==> src/rtl/call_pkg.sv <==
// Shared types for the call initiator: FSM states, result entry and defaults.
// CALL_TIMEOUT_EN (see call_initiator) adds the wait-timeout abort path.
package call_pkg;

    localparam int CALL_DW                = 32;
    localparam int CALL_TIMEOUT_DEFAULT   = 1024;
    localparam int CALL_RES_DEPTH_DEFAULT = 2;

    typedef enum logic [1:0] {
        S_IDLE  = 2'd0,
        S_ISSUE = 2'd1,
        S_WAIT  = 2'd2
    } call_state_t;

    // One buffered call result; err marks a timed-out call with data forced to 0.
    typedef struct packed {
        logic               err;
        logic [CALL_DW-1:0] data;
    } call_res_t;

endpackage

==> src/rtl/call_res_fifo.sv <==
// Result buffer between the call FSM and the downstream consumer.
// Synchronous FIFO of DEPTH entries (power of two); head is shown combinationally.
module call_res_fifo
    import call_pkg::*;
#(
    parameter int DEPTH = CALL_RES_DEPTH_DEFAULT
)(
    input  logic      __clk,
    input  logic      __resetn,
    input  logic      push,
    input  call_res_t push_data,
    input  logic      pop,
    output call_res_t head,
    output logic      full,
    output logic      empty
);

    localparam int AW = $clog2(DEPTH);
    localparam logic [AW:0] FULL_CNT = (AW+1)'(DEPTH);

    call_res_t     mem [DEPTH];
    logic [AW-1:0] wr_ptr;
    logic [AW-1:0] rd_ptr;
    logic [AW:0]   count;
    logic          do_push;
    logic          do_pop;

    assign do_pop  = pop && !empty;
    // A pop in the same cycle frees the slot, so a push against a full buffer is still safe.
    assign do_push = push && (!full || do_pop);

    always_ff @(posedge __clk or negedge __resetn) begin
        if (!__resetn) begin
            wr_ptr <= '0;
            rd_ptr <= '0;
            count  <= '0;
            for (int i = 0; i < DEPTH; i++) begin
                mem[i] <= '0;
            end
        end else begin
            if (do_push) begin
                mem[wr_ptr] <= push_data;
                wr_ptr      <= wr_ptr + 1'b1;
            end
            if (do_pop) begin
                rd_ptr <= rd_ptr + 1'b1;
            end
            case ({do_push, do_pop})
                2'b10:   count <= count + 1'b1;
                2'b01:   count <= count - 1'b1;
                default: count <= count;
            endcase
        end
    end

    assign head  = mem[rd_ptr];
    assign full  = (count == FULL_CNT);
    assign empty = (count == '0);

endmodule

==> src/rtl/call_initiator.sv <==
// Issues one call at a time to a start/idle/valid callee and buffers results.
// Define CALL_TIMEOUT_EN to abort a call after TIMEOUT cycles in S_WAIT.
//
// state   | meaning
// S_IDLE  | accept a request when the result buffer has room
// S_ISSUE | hold argument, pulse callee_start once the callee is idle
// S_WAIT  | wait for callee_valid (or timeout), push result, count the call
module call_initiator
    import call_pkg::*;
#(
    parameter int DW        = CALL_DW,
    parameter int TIMEOUT   = CALL_TIMEOUT_DEFAULT,
    parameter int RES_DEPTH = CALL_RES_DEPTH_DEFAULT
)(
    input  logic          __clk,
    input  logic          __resetn,
    input  logic          req_valid,
    output logic          req_ready,
    input  logic [DW-1:0] req_arg,
    output logic          callee_start,
    output logic [DW-1:0] callee_arg,
    input  logic          callee_idle,
    input  logic          callee_valid,
    input  logic [DW-1:0] callee_retval,
    output logic          res_valid,
    input  logic          res_ready,
    output logic [DW-1:0] res_data,
    output logic          res_err,
    output logic          busy,
    output logic [15:0]   call_count
);

    call_state_t   state_q;
    call_state_t   state_d;
    logic [DW-1:0] arg_q;
    logic [15:0]   call_count_q;
    logic          ready_en_q;
    logic          load_arg;
    logic          push;
    call_res_t     push_entry;
    call_res_t     head;
    logic          fifo_full;
    logic          fifo_empty;

`ifdef CALL_TIMEOUT_EN
    localparam int WCW = $clog2(TIMEOUT);
    localparam logic [WCW-1:0] WAIT_LAST = WCW'(TIMEOUT - 1);

    logic [WCW-1:0] wait_cnt_q;
`endif

    always_comb begin
        state_d      = state_q;
        req_ready    = 1'b0;
        callee_start = 1'b0;
        load_arg     = 1'b0;
        push         = 1'b0;
        push_entry   = '0;
        case (state_q)
            S_IDLE: begin
                // ready_en_q keeps req_ready low until the first edge after reset release.
                req_ready = ready_en_q && !fifo_full;
                if (req_valid && req_ready) begin
                    load_arg = 1'b1;
                    state_d  = S_ISSUE;
                end
            end
            S_ISSUE: begin
                callee_start = callee_idle;
                if (callee_idle) begin
                    state_d = S_WAIT;
                end
            end
            S_WAIT: begin
                if (callee_valid) begin
                    push            = 1'b1;
                    push_entry.data = callee_retval;
                    state_d         = S_IDLE;
                end
`ifdef CALL_TIMEOUT_EN
                else if (wait_cnt_q == WAIT_LAST) begin
                    push           = 1'b1;
                    push_entry.err = 1'b1;
                    state_d        = S_IDLE;
                end
`endif
            end
            default: state_d = S_IDLE;
        endcase
    end

    always_ff @(posedge __clk or negedge __resetn) begin
        if (!__resetn) begin
            state_q      <= S_IDLE;
            arg_q        <= '0;
            call_count_q <= '0;
            ready_en_q   <= 1'b0;
        end else begin
            state_q    <= state_d;
            ready_en_q <= 1'b1;
            if (load_arg) begin
                arg_q <= req_arg;
            end
            if (push) begin
                call_count_q <= call_count_q + 16'd1;
            end
        end
    end

`ifdef CALL_TIMEOUT_EN
    // Held at zero outside S_WAIT, so it is always zero on the first waiting cycle.
    always_ff @(posedge __clk or negedge __resetn) begin
        if (!__resetn) begin
            wait_cnt_q <= '0;
        end else if (state_q != S_WAIT) begin
            wait_cnt_q <= '0;
        end else begin
            wait_cnt_q <= wait_cnt_q + 1'b1;
        end
    end
`endif

    call_res_fifo #(
        .DEPTH (RES_DEPTH)
    ) u_res_fifo (
        .__clk     (__clk),
        .__resetn  (__resetn),
        .push      (push),
        .push_data (push_entry),
        .pop       (res_ready),
        .head      (head),
        .full      (fifo_full),
        .empty     (fifo_empty)
    );

    assign callee_arg = arg_q;
    assign busy       = (state_q != S_IDLE);
    assign call_count = call_count_q;
    assign res_valid  = !fifo_empty;
    assign res_data   = head.data;

`ifdef CALL_TIMEOUT_EN
    assign res_err = head.err;
`else
    assign res_err = 1'b0;
`endif

endmodule
==> config.mk <==
export PLATFORM = sky130hd
export DESIGN_NAME = call_initiator
export DESIGN_NICKNAME = d
export VERILOG_FILES = /design/src/rtl/call_pkg.sv /design/src/rtl/call_res_fifo.sv /design/src/rtl/call_initiator.sv
export SDC_FILE = /design/constraint.sdc
export NUM_CORES = 1
export LEC_CHECK = 0
export ABC_AREA = 1
export BUFFER_PORTS_ARGS = -buffer_cell sky130_fd_sc_hd__buf_2
export CAP_MARGIN = 20
export CORE_MARGIN = 2
export CORE_UTILIZATION = 40
export DETAILED_ROUTE_END_ITERATION = 10
export SYNTH_ARGS = -nofsm -noshare
export SYNTH_HDL_FRONTEND = slang
export SYNTH_SLANG_ARGS = --single-unit
export TNS_END_PERCENT = 10
==> constraint.sdc <==
create_clock -name __clk -period 2.3 [get_ports __clk]
set_input_delay 0.115 -clock __clk [delete_from_list [all_inputs] [get_ports __clk]]
set_output_delay 0.115 -clock __clk [all_outputs]
set_load 0.05 [all_outputs]
After elaboration in Yosys (flattened, before gate mapping):

Cells that the tools add are included.

* flip-flop bits (word level): 121
* input bits: 70
* output and inout bits: 85
* logic and storage cells: 61

* add/sub/neg operators: 5
* $lt $le $gt $ge: 3
* eq/ne operators: 8
* muxes and demuxes: 19
* bitwise gates (word level): 2
* reduce and logical (&&, ||, !) cells: 13

Operator list (number)
* 32-bit two-way mux: 5
* 66-bit bitwise mux: 1
* 33-bit demux with 1-bit select: 1
* 33-bit two-way mux: 1
* 16-bit by 1-bit adder with 16-bit output, second input constant: 1
* 2-bit == test, second input constant: 3
* 1-bit two-way mux: 6
* 2-bit two-way mux: 3
* 2-bit inequality test, second input constant: 3
* 2-bit case mux with 3 select lines: 1
* 1-bit logical AND: 5
* 2-bit by 1-bit == test with 1-bit output, second input constant: 2
* 2-bit greater-or-equal comparator, second input constant: 2
* 2-bit logical NOT: 2
* 1-bit inverter with 2-bit output: 2
* 2-bit case mux with 2 select lines: 1
* 2-bit nonzero test: 2
* 3-bit AND reduction: 1
* 1-bit adder, second input constant: 2
* 2-bit by 1-bit adder with 2-bit output, second input constant: 1
* 1-bit logical NOT: 2
* 2-bit by 1-bit less-than comparator with 1-bit output, second input constant: 1
* 2-bit by 1-bit subtractor with 2-bit output, second input constant: 1
* 1-bit logical OR: 1

Logic depth before layout (Yosys ltp):

Gate-level depths: netlist of the first run.

* depth in word-level cells: 7
* gate-level depth with buffers: 9
* depth with buffers taken out: 9

Hierarchy:

Synthesis of the first run repeated with hierarchy kept, for this count alone.

* cell total of the unflattened synthesis: 760
* area total of the unflattened synthesis: 5964.5 sq um

By module, submodules not included
* call_res_fifo: times used 1, cells each 427, area an instance 3437.0 sq um, seq. area each 1751.7 sq um
* call_initiator: times used 1, cells each 333, area an instance 2527.4 sq um, seq. area each 1276.2 sq um

Worst setup path after synthesis of the first run:

OpenSTA, ideal clock, no wires.

* path kind: reg-to-output
* from: register u_res_fifo.rd_ptr
* to: output port res_data[23]
* data arrival time: 1.841 ns
* data required time: 2.185 ns
* path slack: 0.344 ns
* cell stages (with the launch flop): 4
* buffers on the path: 2
* cells stage by stage: dfrtp_1 > clkbuf_1 > clkbuf_1 > o21ai_0

* cells in the longest elaborated chain, start to end: 4

RTL lines
* start: declaration: RTL line call_res_fifo.sv:23 `logic [AW-1:0] rd_ptr;`
* start signal: assignment: RTL line call_res_fifo.sv:46 `rd_ptr <= rd_ptr + 1'b1;`
* 1-bit inverter with 2-bit output (implied by the code): RTL line call_res_fifo.sv:56 `assign head = mem[rd_ptr];`
* 32-bit two-way mux (implied by the code) (3 in a row): RTL line call_res_fifo.sv:56
* end: declaration: RTL line call_initiator.sv:27 `output logic [DW-1:0] res_data,`

No other way between the ends. The select of a mux whose other input is x is not followed.

Worst setup path in the final report of the first run:

* from: register u_res_fifo.rd_ptr
* to: output port res_data[15]

The elaborated chain is that of the path after synthesis.

==> results of run 1 <==
## placed cells by master, fill, tap and decap left out, types with 2 or more instances in the layout
cell type      netlist  routed
o21ai_1             30      30
clkbuf_16            0      17
dlygate4sd3_1        0      68
o21ai_0             71      71
clkbuf_1            16       5
buf_4                7       5
ha_1                 2       2
nand2_1            230     230
inv_1               54      54
nand3_1             40      40
nand4_1              6       6
xnor2_1              8       8
buf_2                8     152
clkinv_2             1       5
nor2_1              15      15
clkbuf_8             0       4
dfrtp_1            119     118
conb_1               2       2
xor2_1               3       3
buf_12               0       4
a21oi_1              2       2
## power groups by stage
stage / clock network (mW) / logic (mW) / registers [mW]
3_5_place_dp: 0 / 5.38 / 3.49
2_1_floorplan: 0 / 3.18 / 4.35
3_3_place_gp: 0 / 5.31 / 3.46
6_report: 2.34 / 5.45 / 3.47
5_1_grt: 2.51 / 5.86 / 3.59
4_1_cts: 2.39 / 5.49 / 3.47
## layer usage
layer / wire (um) / vias up / track usage
li1: - / 2405 / -
met4: 272 / 0 / 0.0841
met1: 5920 / 2247 / 0.249
met3: 707 / 24 / 0.0517
met5: 0 / - / 0
met2: 6440 / 141 / 0.318
## stage by stage
stage          cell area (um^2)  cells  setup WS, ns  total power, mW
2_1_floorplan              5280    627         0.344             7.53
3_3_place_gp               6180    926         0.441             8.77
3_5_place_dp               6180    926         0.424             8.87
4_1_cts                    7380   1024         0.382             11.3
5_1_grt                    7380   1024         0.241             12.0
6_report                   7380   1024         0.412             11.3
## registers in the layout (all words and copies together), names as in the netlist
register	flops
u_res_fifo.mem	64
callee_arg	32
call_count	16
state_q	2
u_res_fifo.count	2
ready_en_q	1
u_res_fifo.rd_ptr	1
u_res_fifo.wr_ptr	1
## cells by family after synthesis
logic type,count (synthesis)
flip-flops,119
other,2
XOR/XNOR,11
buffers and inverters,89
adder cells (fa/ha/maj),2
AND/OR/NAND/NOR,299
AO/OA/AOI/OAI,105
## worst paths after layout
| kind | from | end | depth (start not counted) |
|---|---|---|---|
| worst max-delay path | u_res_fifo.rd_ptr | res_data[15] | 4 |
| worst min-delay path | __resetn | call_count[5] | 3 |
| worst max register to register | state_q[0] | u_res_fifo.count[1] | 8 |
| worst min register to register | callee_arg[1] | callee_arg[1] | 2 |
| max in group asynchronous | __resetn | u_res_fifo.mem[60] | 3 |
| min in group __clk | req_valid | callee_arg[17] | 3 |
## final cells by class
cell class,instances,area share
clock buffer,26,0.0676
clock inverter,4,0.00271
inverter,55,0.0281
multi-input combinational,419,0.258
sequential,119,0.403
tap,172,0.0291
timing repair buffer,229,0.211
## worst reg2reg max path, cell delays in order, from the launching register on
cell,delay [ns]
dfrtp_1,0.37
inv_1,0.12
nand3_4,0.13
clkinv_2,0.13
nand2_4,0.24
ha_1,0.40
a21oi_1,0.11
o21ai_0,0.11
xor2_1,0.15
## cell usage after synthesis, types with 2 or more instances
| library cell | instances | area share |
|---|---|---|
| a21oi_1 | 2 | 0.0019 |
| nand2_1 | 230 | 0.16 |
| nor2_1 | 15 | 0.011 |
| inv_1 | 54 | 0.038 |
| xor2_1 | 3 | 0.0050 |
| conb_1 | 2 | 0.0014 |
| clkbuf_1 | 16 | 0.011 |
| buf_2 | 8 | 0.0076 |
| dfrtp_1 | 119 | 0.56 |
| nand3_1 | 40 | 0.038 |
| buf_4 | 7 | 0.010 |
| buf_6 | 3 | 0.0064 |
| o21ai_1 | 30 | 0.028 |
| o21ai_0 | 71 | 0.067 |
| ha_1 | 2 | 0.0047 |
| nand4_1 | 6 | 0.0071 |
| xnor2_1 | 8 | 0.013 |
==> flow_metrics.tcl, run 1 <==
set metrics [dict create \
    status "finished, final reports clean" \
    setup_tns_ns 0 \
    ys_ff_latch 119 \
    synth-edff-count 0 \
    cp_data_arrival_time_ns 1.77 \
    drt_iter0_drc 241 \
    cts_buffers 17 \
    p_switching_mw 5.52 \
    synth_top_family_by_area "simple AND/OR/NAND/NOR gates" \
    syn_avg_cell_area_um2 8.41 \
    seqPwrFrac 0.308 \
    synthMuxAreaShare 0 \
    cp-start-kind "register" \
    multi_input_area_mm2 0.00190 \
    crit_buf_inv 2 \
    fill_cells 1199 \
    worstMarginPinSlew_ns 0.622 \
    yosysSeqAreaShare 0.565 \
    hp-class "primary input to asynchronous set/reset pin" \
    max_freq_ghz 0.530 \
    fin_hold_ws_ns 0.266 \
    cts_resized 0 \
    ir_drop_uv 963 \
    powerDensity_mw_per_mm2 1530 \
    drive_above_1_share 0.228 \
    die_area_mm2 0.0141 \
    syn_area_mm2 0.00528 \
    clk_latency_ns 0.40 \
    seq_area_mm2 0.00298 \
    async_flop_share 1.00 \
    cts_sinks 119 \
    cts_tree "yes" \
    intPower_mw 5.75 \
    grt_overflow 0 \
    synthToLayoutAreaGrowth_pct 40.0 \
    cp.required_ns 2.18 \
    drc 0 \
    pwr-share-clk 0.208 \
    yosys_most_used_dff "dfrtp_1" \
    dp_hpwl_um 8370 \
    comb_power_share 0.484 \
    synth.net_count 699 \
    viasPerCell 4.70 \
    core_area_mm2 0.0127 \
    slowest_stage "dfrtp_2" \
    p_leak_nw 3.87 \
    cpPeakStageDelay_ns 0.60 \
    synthXorXnorAreaFrac 0.0183 \
    clk_pin_slew_ns 0.05 \
    cp_max_fo 45 \
    cp_cell_sequence "buf_12, nand2_1, o21ai_0, buf_2" \
    io_pins 155 \
    synthCells 627 \
    die_x_um 119 \
    yosysWarnings 0 \
    hold_viol_final 0 \
    ant_nets 0 \
    antenna_found_initial 0 \
    synth_compound_gate_area_share 0.101 \
    rsz0062_at_grt "no" \
    die_h_um 119 \
    first_pass_iters 4 \
    switching_share 0.490 \
    cts-htree-levels 4 \
    r2r_slack_ns 0.42 \
    synthSimpleGateAreaFrac 0.236 \
    grt_pass1_wl_um 22400 \
    hold_buffers 68 \
    via_count 4817 \
    relSlewSlack 0.586 \
    wirelength_um 13300 \
    maxCapViolCount 0 \
    final_util 0.580 \
    grt_max_degree 72 \
    avgRoutedWirePerCell_um 13.0 \
    finalSetupViolations 0 \
    gr-usage-all-layers 0.196 \
    port_buffers 153 \
    synth_cell_types 28 \
    cpLargestDelayFamily "flip-flops" \
    clockRootBuffer "clkbuf_16" \
    fin_crit_sh 0.821 \
    worstSetupPathType "register to primary output" \
    grt_pass1_vias 4689 \
    min_period_ns 1.89 \
    cts_setup_buffers 0 \
    synth_fa_ha_area_frac 0.00474 \
    start_util 0.415 \
    finalMaxSlewViolations 0 \
    routabilityCongestion 0.771 \
    finClkSkew_ns 0.00544 \
    critPathCaptureType "primary output" \
    rows 41 \
    nets 913 \
    antenna_cells 0 \
    clockBufferDepth 2 \
]
Note: power is estimated with default switching activity, not from simulation.
==> inputs of run 2 (changes only) <==
ABC_AREA = 0   (was 1)
clock period = 1.87 ns   (was 2.3 ns; I/O delays follow)
==> flow_metrics.tcl, run 2 <==
set metrics [dict create \
    cts_resized 0 \
    cts_tree "yes" \
    die_area_mm2 0.0145 \
    ys_ff_latch 119 \
    start_util 0.411 \
    viasPerCell 4.57 \
    worstSetupPathType "register to primary output" \
    maxCapViolCount 0 \
    cp_data_arrival_time_ns 1.64 \
    yosysSeqAreaShare 0.548 \
    fin_ws_ns 0.135 \
    grt_pass1_vias 3695 \
    cts_sinks 119 \
    drc 0 \
    synth_cell_types 38 \
    dp_hpwl_um 7340 \
    cp_max_fo 16 \
    drive_above_1_share 0.555 \
    synth_fa_ha_area_frac 0.00460 \
    routabilityCongestion 0.744 \
    final_common_cell "buf_2" \
    async_flop_share 1.00 \
    synthSimpleGateAreaFrac 0.0453 \
    cts_buffers 17 \
    ant_nets 0 \
    rows 42 \
    grt_overflow 0 \
    rsz0062_at_grt "no" \
    cp.required_ns 1.78 \
    yosysWarnings 0 \
    via_count 3464 \
    synth.area.top_cells "dfrtp_1, mux2_4, mux2_2, mux2_1, xnor2_1" \
    clk_pin_slew_ns 0.05 \
    powerDensity_mw_per_mm2 2010 \
    antenna_cells 0 \
    critPathCaptureType "primary output" \
    synth_top_cell_area_share 0.548 \
    fin_crit_sh 0.928 \
    final_cell_mix "buf_2, dfrtp_1, mux2_4" \
    synth_top_area_cell "dfrtp_1" \
    place_ws_ns 0.177 \
    p_leak_nw 3.97 \
    syn_area_mm2 0.00544 \
    synthXorXnorAreaFrac 0.0322 \
    synthMuxAreaShare 0.329 \
    largest_reg_flops 64 \
    wirelength_um 11400 \
    nets 641 \
    setup_tns_ns 0 \
    cts-htree-levels 4 \
    grt_max_degree 55 \
    yosys_most_used_dff "dfrtp_1" \
    regMostFlops "u_res_fifo.mem" \
    clk_latency_ns 0.41 \
    grt_pass1_wl_um 18600 \
    status "finished, final reports clean" \
    synthCells 333 \
    drt_iter0_drc 155 \
    hp-class "primary input to register" \
    die_h_um 121 \
    cp-start-kind "register" \
    synth_top_family_by_area "multiplexers" \
    antenna_found_initial 0 \
    clockRootBuffer "clkbuf_16" \
    min_period_ns 1.73 \
    synth.net_count 405 \
    clockBufferDepth 2 \
    max_freq_ghz 0.576 \
    synth.most_common_cell "dfrtp_1" \
    core_area_mm2 0.0132 \
    synth_compound_gate_area_share 0.00897 \
    finalSetupViolations 0 \
    finClkSkew_ns 0.00443 \
    synth-edff-count 0 \
    port_buffers 153 \
    synth_common_cells "dfrtp_1, mux2_4, mux2_2" \
    io_pins 155 \
    first_pass_iters 4 \
    synthToLayoutAreaGrowth_pct 42.0 \
    finalMaxSlewViolations 0 \
    gr-usage-all-layers 0.167 \
    hold_viol_final 0 \
    die_x_um 121 \
    syn_avg_cell_area_um2 16.3 \
    fill_cells 1103 \
    avgRoutedWirePerCell_um 15.0 \
    ir_drop_uv 1050 \
]
## run 2: path summary, 6_finish.rpt
check | start | end | slack [ns] | cells past startpoint
worst max-delay path | u_res_fifo.rd_ptr | res_data[31] | 0.14 | 3
worst min-delay path | res_ready | u_res_fifo.wr_ptr | 0.11 | 3
worst max register to register | u_res_fifo.count[0] | callee_arg[5] | 0.18 | 5
worst min register to register | call_count[15] | call_count[15] | 0.48 | 1
max in group asynchronous | __resetn | u_res_fifo.mem[8] | 1.08 | 3
min in group asynchronous | __resetn | callee_arg[23] | 0.15 | 2
## run 2: cells by family (layout without fill, tap and decap cells)
logic type	after synthesis	in the layout
compound gates	4	4
xor+xnor	20	20
fa+ha+maj	2	2
buf+inv	18	267
flops	119	119
mux	129	129
other cells	2	2
simple gates	39	39
## run 2: repair_timing
action,CTS,global route
hold endpoints to repair,150,0
hold buffers,67,0
setup buffers,0,0
## run 2: metrics by stage
| stage | instances | utilization | instance area [um^2] | hold slack (ns) | power, mW |
|---|---|---|---|---|---|
| floorplan | 333 | - | 5440 | -0.202 | 10.5 |
| global placement | 659 | 0.485 | 6420 | 0.0635 | 11.9 |
| detailed placement | 659 | 0.485 | 6420 | 0.0676 | 12.0 |
| CTS | 758 | 0.583 | 7720 | 0.0873 | 15.7 |
| global route | 758 | 0.583 | 7720 | 0.126 | 16.3 |
| finish | 758 | 0.583 | 7720 | 0.114 | 15.5 |
## run 2: critical path, cell delays in order (launching register included)
cell and delay [ns]:
dfrtp_1 0.36, buf_4 0.27, mux2_1 0.38, buf_2 0.22
## run 2: cell type report
class / instances / area, um^2 / share of cell area
multi-input combinational: 196 / 2290 / 0.296
sequential: 119 / 2980 / 0.386
timing repair buffer: 232 / 1590 / 0.206
clock inverter: 9 / 145 / 0.0188
clock buffer: 23 / 488 / 0.0632
inverter: 3 / 11.3 / 0.00146
tap: 176 / 220 / 0.0285
## run 2: routing by layer
| layer | global-route usage | vias to the layer above | wire, um |
|---|---|---|---|
| li1 | - | 1640 | - |
| met1 | 0.212 | 1720 | 5040 |
| met2 | 0.265 | 86 | 5620 |
| met3 | 0.0528 | 18 | 523 |
| met4 | 0.0712 | 0 | 201 |
| met5 | 0 | - | 0 |
## run 2: power breakdown
| group | switching [mW] | internal, mW | leakage [nW] |
|---|---|---|---|
| clock | 1.09 | 2.36 | 0.317 |
| combinational | 4.76 | 2.92 | 2.17 |
| sequential | 0.673 | 3.72 | 1.48 |
==> inputs of run 3 (changes only) <==
CORE_UTILIZATION = 52   (was 40)
PLACE_DENSITY = 0.8   (was not set)
==> flow_metrics.tcl, run 3 (same netlist as run 2, synthesis figures left out) <==
set metrics [dict create \
    maxCapViolCount 0 \
    slowest_stage "dfrtp_1" \
    wirelength_um 12300 \
    worstSetupPathType "register to primary output" \
    start_util 0.531 \
    viasPerCell 4.97 \
    finalMaxSlewViolations 0 \
    reg2reg_to "u_res_fifo.mem[33]" \
    ir_drop_uv 1300 \
    ant_nets 0 \
    rows 37 \
    max_freq_ghz 0.557 \
    cp_cell_sequence "buf_12, mux2_2, buf_2" \
    core_area_mm2 0.0102 \
    cp_max_fo 24 \
    min_from "req_valid" \
    p_leak_nw 3.91 \
    antenna_found_initial 0 \
    nets 639 \
    min_period_ns 1.79 \
    drc 0 \
    grt_pass1_vias 3947 \
    status "finished, final reports clean" \
    die_h_um 106 \
    cts_sinks 119 \
    total_power_mw 15.2 \
    cts_setup_buffers 0 \
    io_pins 155 \
    cpPeakStageDelay_ns 0.39 \
    r2r_start "state_q[0]" \
    crit_buf_inv 2 \
    finClkSkew_ns 0.00658 \
    cts-htree-levels 4 \
    cp_num_cells 3 \
    crit_start "u_res_fifo.rd_ptr" \
    dp_hpwl_um 7330 \
    cp_data_arrival_time_ns 1.70 \
    regMostFlops "u_res_fifo.mem" \
    die_x_um 106 \
    worstMarginPinSlew_ns 0.520 \
    relSlewSlack 0.654 \
    powerDensity_mw_per_mm2 2000 \
    cts_buffers 17 \
    clockBufferDepth 2 \
    cts_tree "yes" \
    first_pass_iters 6 \
    cpLargestDelayFamily "buffers and inverters" \
    grt_pass1_wl_um 20000 \
    via_count 3542 \
    critPathCaptureType "primary output" \
    grt_overflow 0 \
    finalSetupViolations 0 \
    antenna_cells 0 \
    clockRootBuffer "clkbuf_8" \
    fin_crit_sh 0.959 \
    drive_above_1_share 0.546 \
    routabilityCongestion 0.772 \
    r2r_cells 5 \
    die_area_mm2 0.0113 \
    final_cell_mix "buf_2, dfrtp_1, mux2_4" \
    r2r_slack_ns 0.13 \
    hold_viol_final 0 \
    final_common_cell "buf_2" \
    largest_reg_flops 64 \
    synthToLayoutAreaGrowth_pct 39.2 \
    cp.required_ns 1.78 \
    avgRoutedWirePerCell_um 17.3 \
    port_buffers 153 \
    hp-class "primary input to register" \
    critical_path.endpoint "res_data[5]" \
    setup_tns_ns 0 \
    drt_iter0_drc 136 \
    gr-usage-all-layers 0.232 \
    clk_pin_slew_ns 0.05 \
    clk_latency_ns 0.51 \
    cp-start-kind "register" \
    grt_max_degree 43 \
    rsz0062_at_grt "no" \
]
## run 3: area by class of cell
type / instances / area, um^2
clock buffer: 25 / 484
clock inverter: 4 / 45.0
fill: 634 / 2660
inverter: 3 / 11.3
multi-input combinational: 196 / 2290
sequential: 119 / 2980
tap: 136 / 170
timing repair buffer: 230 / 1590
## run 3: routing by layer
layer,GRT usage,up-vias,wire (um)
li1,-,1623,-
met1,0.284,1784,5310
met2,0.386,109,6250
met3,0.0478,26,448
met4,0.124,0,312
met5,0,-,0
## run 3: through the flow
step	cells	hold WS, ns	setup slack, ns	instance area, um^2	utilization
6_report	713	0.0416	0.0757	7570	0.740
5_1_grt	713	0.0350	0.0168	7570	0.740
4_1_cts	713	0.0292	0.0185	7560	0.739
3_5_place_dp	616	0.108	0.137	6350	0.620
3_3_place_gp	616	0.0965	0.182	6350	0.620
2_1_floorplan	333	-0.202	0.0690	5440	-
## run 3: worst min path at each step
stage / to / slack (ns) / depth (start not counted)
after floorplan: call_count[0] / -0.20 / 0
after global placement: call_count[11] / 0.1 / 1
after detailed placement: call_count[11] / 0.11 / 1
after CTS: state_q[0] / 0.03 / 4
after global routing: state_q[0] / 0.04 / 4
final: state_q[0] / 0.04 / 4
## run 3: timing repair
action / 4_1_cts / 5_1_grt
hold endpoints to repair: 219 / 0
resized for setup: 2 / 1
hold buffers: 68 / 0
endpoints found under the setup margin: 24 / 8
pin swaps: 0 / 0
## run 3: worst reg2reg max path: stages, from the launching register on
cell	delay, ns
dfrtp_1	0.41
and3b_2	0.35
o21ai_4	0.12
nor2_8	0.10
buf_12	0.26
mux2_1	0.37
## run 3: report_power, final
| group | leakage, nW | internal (mW) | total, mW | switching, mW |
|---|---|---|---|---|
| registers | 1.48 | 3.72 | 4.46 | 0.740 |
| logic | 2.16 | 2.93 | 7.76 | 4.84 |
| clock network | 0.264 | 1.87 | 2.93 | 1.06 |
| total | 3.91 | 8.52 | 15.2 | 6.63 |
